$ cat src/rtl/lms_plant_src.sv
// lms_plant_src: training-stimulus source for an LMS adaptive FIR.
// Emits a pseudo-random excitation x and the output d of a fixed 2-tap plant
// (d = sat((C0*x_n + C1*x_{n-1}) >>> (W1-1))) over a valid/ready handshake.
// Ports:
//   clk, reset (async, active-low)
//   start      - 1-cycle run request, honoured in IDLE/DONE
//   stop       - abort current run, wins over start
//   n_samples  - samples per run, latched at start; 0 = free-run
//   ready      - sink accepts the current sample
//   valid      - x_out/d_out hold a sample
//   x_out      - signed excitation sample
//   d_out      - signed plant output sample
//   busy       - high in LOAD or RUN
//   done       - 1-cycle pulse after the last sample of a counted run
module lms_plant_src #(
  parameter int unsigned W1      = 8,
  parameter int unsigned W2      = 16,
  parameter int          C0      = 64,
  parameter int          C1      = -32,
  parameter logic [15:0] SEED    = 16'hACE1,
  parameter int unsigned X_SHIFT = 1
) (
  input  logic                 clk,
  input  logic                 reset,
  input  logic                 start,
  input  logic                 stop,
  input  logic [15:0]          n_samples,
  input  logic                 ready,
  output logic                 valid,
  output logic signed [W1-1:0] x_out,
  output logic signed [W1-1:0] d_out,
  output logic                 busy,
  output logic                 done
);

  localparam logic signed [W1-1:0] C0_W  = W1'(C0);
  localparam logic signed [W1-1:0] C1_W  = W1'(C1);
  localparam logic signed [W2:0]   D_MAX = (W2+1)'((1 << (W1 - 1)) - 1);
  localparam logic signed [W2:0]   D_MIN = -D_MAX - (W2+1)'(1);

  typedef enum logic [1:0] {S_IDLE, S_LOAD, S_RUN, S_DONE} state_t;

  state_t                state_q;
  logic [15:0]           lfsr_q;
  logic [15:0]           cnt_q;
  logic [15:0]           n_q;
  logic                  valid_q;
  logic                  busy_q;
  logic                  done_q;
  logic signed [W1-1:0]  x_q;
  logic signed [W1-1:0]  d_q;

  logic [15:0]           lfsr_src_c;
  logic [15:0]           lfsr_adv_c;
  logic signed [W1-1:0]  xp_src_c;
  logic signed [W1-1:0]  s_c;
  logic signed [W1-1:0]  x_nxt_c;
  logic signed [W1-1:0]  d_nxt_c;
  logic signed [W2-1:0]  p0_c;
  logic signed [W2-1:0]  p1_c;
  logic signed [W2:0]    sum_c;
  logic signed [W2:0]    sh_c;
  logic                  accept_c;
  logic                  last_c;

  // Eight Fibonacci steps of x^16+x^14+x^13+x^11+1, shifting left into bit 0.
  function automatic logic [15:0] lfsr_adv8(input logic [15:0] s);
    logic [15:0] r;
    r = s;
    for (int i = 0; i < 8; i++) begin
      r = {r[14:0], r[15] ^ r[13] ^ r[12] ^ r[10]};
    end
    return r;
  endfunction

  // Next sample: LOAD restarts from SEED with x_{-1}=0; otherwise continue
  // from the live LFSR with the currently presented x as the previous sample.
  always_comb begin
    lfsr_src_c = (state_q == S_LOAD) ? SEED : lfsr_q;
    xp_src_c   = (state_q == S_LOAD) ? '0 : x_q;
    lfsr_adv_c = lfsr_adv8(lfsr_src_c);
    s_c        = lfsr_src_c[W1-1:0];
    x_nxt_c    = s_c >>> X_SHIFT;
    p0_c       = W2'(C0_W) * W2'(x_nxt_c);
    p1_c       = W2'(C1_W) * W2'(xp_src_c);
    sum_c      = (W2+1)'(p0_c) + (W2+1)'(p1_c);
    sh_c       = sum_c >>> (W1 - 1);
    if (sh_c > D_MAX) begin
      d_nxt_c = D_MAX[W1-1:0];
    end else if (sh_c < D_MIN) begin
      d_nxt_c = D_MIN[W1-1:0];
    end else begin
      d_nxt_c = sh_c[W1-1:0];
    end
  end

  assign accept_c = valid_q & ready;
  // n_q == 0 is free-run: the counter wraps and never terminates the run.
  assign last_c   = (n_q != 16'd0) && (cnt_q == n_q - 16'd1);

  // Control FSM with registered outputs.
  always_ff @(posedge clk or negedge reset) begin
    if (!reset) begin
      state_q <= S_IDLE;
      lfsr_q  <= SEED;
      cnt_q   <= '0;
      n_q     <= '0;
      valid_q <= 1'b0;
      busy_q  <= 1'b0;
      done_q  <= 1'b0;
      x_q     <= '0;
      d_q     <= '0;
    end else begin
      done_q <= 1'b0;
      case (state_q)
        S_IDLE, S_DONE: begin
          if (stop) begin
            state_q <= S_IDLE;
            busy_q  <= 1'b0;
          end else if (start) begin
            state_q <= S_LOAD;
            busy_q  <= 1'b1;
            n_q     <= n_samples;
          end else begin
            state_q <= S_IDLE;
            busy_q  <= 1'b0;
          end
        end
        S_LOAD: begin
          if (stop) begin
            state_q <= S_IDLE;
            busy_q  <= 1'b0;
            valid_q <= 1'b0;
          end else begin
            state_q <= S_RUN;
            lfsr_q  <= lfsr_adv_c;
            cnt_q   <= '0;
            x_q     <= x_nxt_c;
            d_q     <= d_nxt_c;
            valid_q <= 1'b1;
          end
        end
        S_RUN: begin
          if (stop) begin
            state_q <= S_IDLE;
            busy_q  <= 1'b0;
            valid_q <= 1'b0;
          end else if (accept_c) begin
            cnt_q <= cnt_q + 16'd1;
            if (last_c) begin
              state_q <= S_DONE;
              busy_q  <= 1'b0;
              valid_q <= 1'b0;
              done_q  <= 1'b1;
            end else begin
              lfsr_q <= lfsr_adv_c;
              x_q    <= x_nxt_c;
              d_q    <= d_nxt_c;
            end
          end
        end
        default: begin
          state_q <= S_IDLE;
          busy_q  <= 1'b0;
          valid_q <= 1'b0;
        end
      endcase
    end
  end

  assign valid = valid_q;
  assign x_out = x_q;
  assign d_out = d_q;
  assign busy  = busy_q;
  assign done  = done_q;

endmodule
$ cat config.mk
export PLATFORM = sky130hd
export DESIGN_NAME = lms_plant_src
export DESIGN_NICKNAME = d
export VERILOG_FILES = /design/src/rtl/lms_plant_src.sv
export SDC_FILE = /design/constraint.sdc
export NUM_CORES = 1
export LEC_CHECK = 0
export BUFFER_PORTS_ARGS = -buffer_cell sky130_fd_sc_hd__buf_4
export CORE_UTILIZATION = 54
export DETAILED_ROUTE_END_ITERATION = 7
export PLACE_DENSITY = 0.8
export SLEW_MARGIN = 20
export SYNTH_ARGS = -nofsm -noshare
export SYNTH_HDL_FRONTEND = slang
export SYNTH_SLANG_ARGS = --single-unit
$ cat constraint.sdc
create_clock -name clk -period 3.9 [get_ports clk]
set_input_delay 0.585 -clock clk [delete_from_list [all_inputs] [get_ports clk]]
set_output_delay 0.585 -clock clk [all_outputs]
set_load 0.1 [all_outputs]
Yosys cells after proc, flatten, opt, wreduce, memory -nomap -nowiden
Index checks and enable logic that the tools add are counted.

Register bits after elaboration: 69. Input port bits: 21. Output and inout bits: 19. Word-level logic and storage cells: 106.

Add/sub/neg operators: 4. Magnitude comparators: 2. Equality and inequality tests: 11. Multiplexer cells: 43. Bitwise logic cells: 26. Reductions and logical operators: 11.

Operators with widths (number): $mux 16 (8); $mux 8 (11); $pmux 16 s2 (2); $pmux 8 s2 (2); $xor 1x1->1 (24); $add 13x16->17 (1); $add 16x1->16 const B (1); $eq 16x16->1 (1); $reduce_bool 16->1 (1); $sub 16x1->16 const B (1); $mux 1 (13); $neg 8->11 (1); $gt 10x8->1 const B (1); $lt 10x8->1 const B (1); $ne 2x2->1 const B (5); $reduce_and 3->1 (3); $mux 2 (4); $ne 3x3->1 const B (2); $pmux 2 s3 (1); $reduce_and 5->1 (1); $eq 2x2->1 const B (2); $reduce_and 4->1 (1); $pmux 1 s3 (1); $eq 2x1->1 const B (1); other kinds (8) (8).

Depth between registers and ports, before layout
Depth after elaboration: 11. Gate-level depth with buffers: 18. Mapped depth without buffers: 17.

Worst setup path after synthesis
Ideal clock, no wire load.

Path type: register to register. Start point: register state_q[1]. End point: register d_q[0], in the netlist d_out[0]. Arrival time: 3.676 ns. Data required time: 3.821 ns. Setup slack: 0.144 ns. Stages on the path, launching flop included: 18. Path buffers: 1. Clock period less this slack: 3.756 ns. Cell sequence: dfrtp_1 > inv_1 > ha_1 > clkbuf_1 > clkinv_1 > nand2_1 > ha_1 > xor2_1 > inv_1 > fa_1 > nor2b_1 > o311ai_0 > a21oi_1 > a31o_2 > o41ai_1 > a311oi_1 > o21ai_0 > mux2i_1.

Cells in the longest elaborated chain, start to end: 11. Elaborated cells on any way between the ends: 21.

RTL lines: start, declared (line 43) `state_t state_q;`; start signal, assigned (line 104) `state_q <= S_IDLE;`; start signal, assigned (line 118) `state_q <= S_IDLE;`; start signal, assigned (line 121) `state_q <= S_LOAD;`; $eq 2x1->1 (line 79, 80, 115); $mux 8 (line 80) `xp_src_c = (state_q == S_LOAD) ? '0 : x_q;`; $neg 8->11 (implied by the code) (line 85) `p1_c = W2'(C1_W) * W2'(xp_src_c);`; $add 13x16->17 (line 86) `sum_c = (W2+1)'(p0_c) + (W2+1)'(p1_c);`; $lt 10x8->1 (line 90) `end else if (sh_c < D_MIN) begin`; $mux 8 (line 90); $mux 8 (line 88) `if (sh_c > D_MAX) begin`; $mux 8 (line 150) `if (last_c) begin`; $mux 8 (line 148) `end else if (accept_c) begin`; $mux 8 (line 144) `if (stop) begin`; $pmux 8 s2 (line 115) `case (state_q)`; end signal, assigned (line 139) `d_q <= d_nxt_c;`; end signal, assigned (line 158) `d_q <= d_nxt_c;`; end, declared (line 51) `logic signed [W1-1:0] d_q;`.

Parallel ways exist; a longest one is shown, timed or not. The select of a mux whose other input is x is not followed. A chain may end at the register's enable or synchronous reset.

==> flow_summary.yaml <==
outcome:
  status: "complete, no violations"
timing:
  finalCritPeriodShare_pct: 94.9
  hold_viol_final: 0
  finalClockSkew_ns: 0.00556
  finalSetupViolCount: 0
  fmax_ghz: 0.270
  slew_headroom_pct: 45.1
  drv_slew: 0
  holdWs_ns: 0.304
  min_period_ns: 3.70
  tightest_slew_ns: 0.823
critical_path:
  path_class: "flip-flop to flip-flop"
  reg2reg_depth: 14
  crit_path_end_kind: "flip-flop"
  required_ns: 4.17
  cp_max_fo: 8
  critPathLaunchType: "flip-flop"
  cp.arrival_ns: 3.98
power_and_ir_drop:
  combPwrFrac_pct: 62.9
  netSwitchingFraction_pct: 48.9
  pwr-share-seq_pct: 24.2
  p_sw_mw: 2.24
  p_leak_nw: 2.25
  peakVddDrop_mv: 0.640
  powerDensity_mw_per_mm2: 927
  power.internal_mw: 2.34
  p_clk_share_pct: 13.0
clock_network:
  cts-root-buf: "clkbuf_8"
  clk_path_buf_depth: 2
  htreeDepth: 3
  clkSinkCount: 65
  cts_tree: "done"
  cts_buffers: 9
  postCtsHoldBufs: 0
  clk_latency_ns: 0.35
  path_clk_slew_ns: 0.08
yosys:
  synth-edff-count: 0
  synth.avg_cell_area_um2: 9.85
  synth_fp_nets: 479
  synthArstFlopShare_pct: 100
  synth-main-ff-cell: "dfrtp_1"
  synth_warnings: 0
  ys_types: 62
  synth-seq-cells: 65
  netlist_instances: 443
  synthesis.area_mm2: 0.00436
  ys_seq_area_share_pct: 37.5
placement:
  gp_congestion: 0.871
  dp_hpwl_um: 6400
  port_buffers: 39
min_path:
  hold_path_class: "primary input to asynchronous set/reset pin"
floorplan:
  die_x_um: 91.9
  rows: 32
  io_pins: 40
  die_h_um: 91.9
  die_area_mm2: 0.00844
  start_util_pct: 56.2
  core-area_mm2: 0.00777
route:
  ant_nets: 0
  vias: 3390
  drt_iter0_markers: 165
  viasPerCell: 5.74
  routedWlPerCell_um: 15.4
  drtPass1Iterations: 4
  drc: 0
  drt_wl_total_um: 9080
final_layout:
  nets: 520
  final_common_cell: "dfrtp_1"
  syn2layout_area_growth_pct: 13.5
  final_cell_mix: "dfrtp_1, buf_4, nor2_1"
  antennaDiodeCount: 0
  drive_gt1_share_pct: 24.3
  final_util_pct: 63.7
global_route:
  grt_pass1_wl_um: 15600
  grt_pass1_vias: 3391
  grt_max_degree: 66
  grt-ovfl-total: 0
  antenna_found_initial: 0
  grt_util_all_layers_pct: 23.0
job:
  max_cap_violations: 0
==> sequential cells by signal (all words and copies together) (netlist names) <==
register and flops:
busy 1, cnt_q 16, d_out 8, lfsr_q 16, valid 1, x_out 4, done 1, n_q 16
state_q 2
==> stage by stage <==
step                      setup TNS, ns  power (mW)  instances  setup WS [ns]  area (um^2)
after floorplan                       0        3.36        443          0.144         4360
after global placement                0        3.82        573          0.251         4720
after detailed placement              0        3.88        573         0.0688         4720
after CTS                             0        4.50        589         0.0372         4930
after global routing            -0.0148        4.88        591        -0.0148         4950
final                                 0        4.59        591          0.198         4950
==> what timing repair did <==
action                                  4_1_cts  5_1_grt
endpoints found under the setup margin        0        7
resized for setup                             0        2
buffers inserted                              0        2
==> critical path, cell delays in order, from the launching register on <==
cell,delay [ns]
dfrtp_1,0.52
nor4_1,0.63
o21ai_0,0.13
a2bb2o_1,0.31
ha_1,0.34
o21a_1,0.20
o21ai_0,0.26
a21oi_2,0.09
buf_4,0.17
buf_4,0.13
a21oi_1,0.15
nor2_1,0.07
a311oi_2,0.33
o21ai_0,0.13
mux2i_1,0.14
==> power groups by stage <==
stage / clock [mW] / combinational, mW / sequential, mW
floorplan: 0 / 1.89 / 1.47
global placement: 0 / 2.71 / 1.11
detailed placement: 0 / 2.76 / 1.12
CTS: 0.612 / 2.78 / 1.11
global route: 0.634 / 3.11 / 1.14
finish: 0.596 / 2.88 / 1.11
==> cells in the mapped netlist (all sizes together), types with 8 or more instances <==
| master | n | share of area, % |
|---|---|---|
| nor3 | 12 | 1.4 |
| inv | 23 | 2.0 |
| mux2 | 35 | 10 |
| a21oi | 21 | 2.4 |
| nand2 | 25 | 2.2 |
| mux2i | 16 | 3.7 |
| nor2b | 9 | 1.3 |
| dfstp | 8 | 4.8 |
| clkbuf | 11 | 0.95 |
| nand3 | 14 | 1.8 |
| xor2 | 24 | 4.8 |
| ha | 14 | 4.0 |
| dfrtp | 57 | 33 |
| nor2 | 44 | 3.8 |
| o21ai | 15 | 2.0 |
| xnor2 | 40 | 8.0 |
==> cell families after synthesis <==
kind of cell	share of synthesized area [%]
buffers and inverters	4.50
AOI/OAI and AO/OA	10.0
xor gates and xnor gates	12.8
and+or+nand+nor	17.0
adders and majority gates	4.47
DFF	37.5
muxes	13.7
==> final cells by class <==
cell class              instances  area [um^2]
well taps                     102          128
flip-flops and latches         65         1640
clock inverters                 6         66.3
repair buffers                 47          353
multi-input cells             337         2540
inverters                      24         90.1
fillers                       624         2820
clock buffers                  10          138
==> worst paths after layout <==
path                         endpoint       start  slack, ns
max                          d_out[0]  lfsr_q[12]       0.20
min                            n_q[3]       reset       0.30
max reg2reg                  d_out[0]  lfsr_q[12]       0.20
min reg2reg                  d_out[1]    d_out[1]       0.51
max in group asynchronous  state_q[1]       reset       3.04
min in group clk           state_q[0]        stop       0.45
==> layer usage <==
metal  track usage, %  vias to the layer above  routed length (um)
li1                 -                     1636                   -
met1             27.7                     1644                3860
met2             40.7                       90                4690
met3             4.56                       20                 359
met4             8.20                        0                 169
met5                0                        -                   0
(Power assumes the default switching activity.)
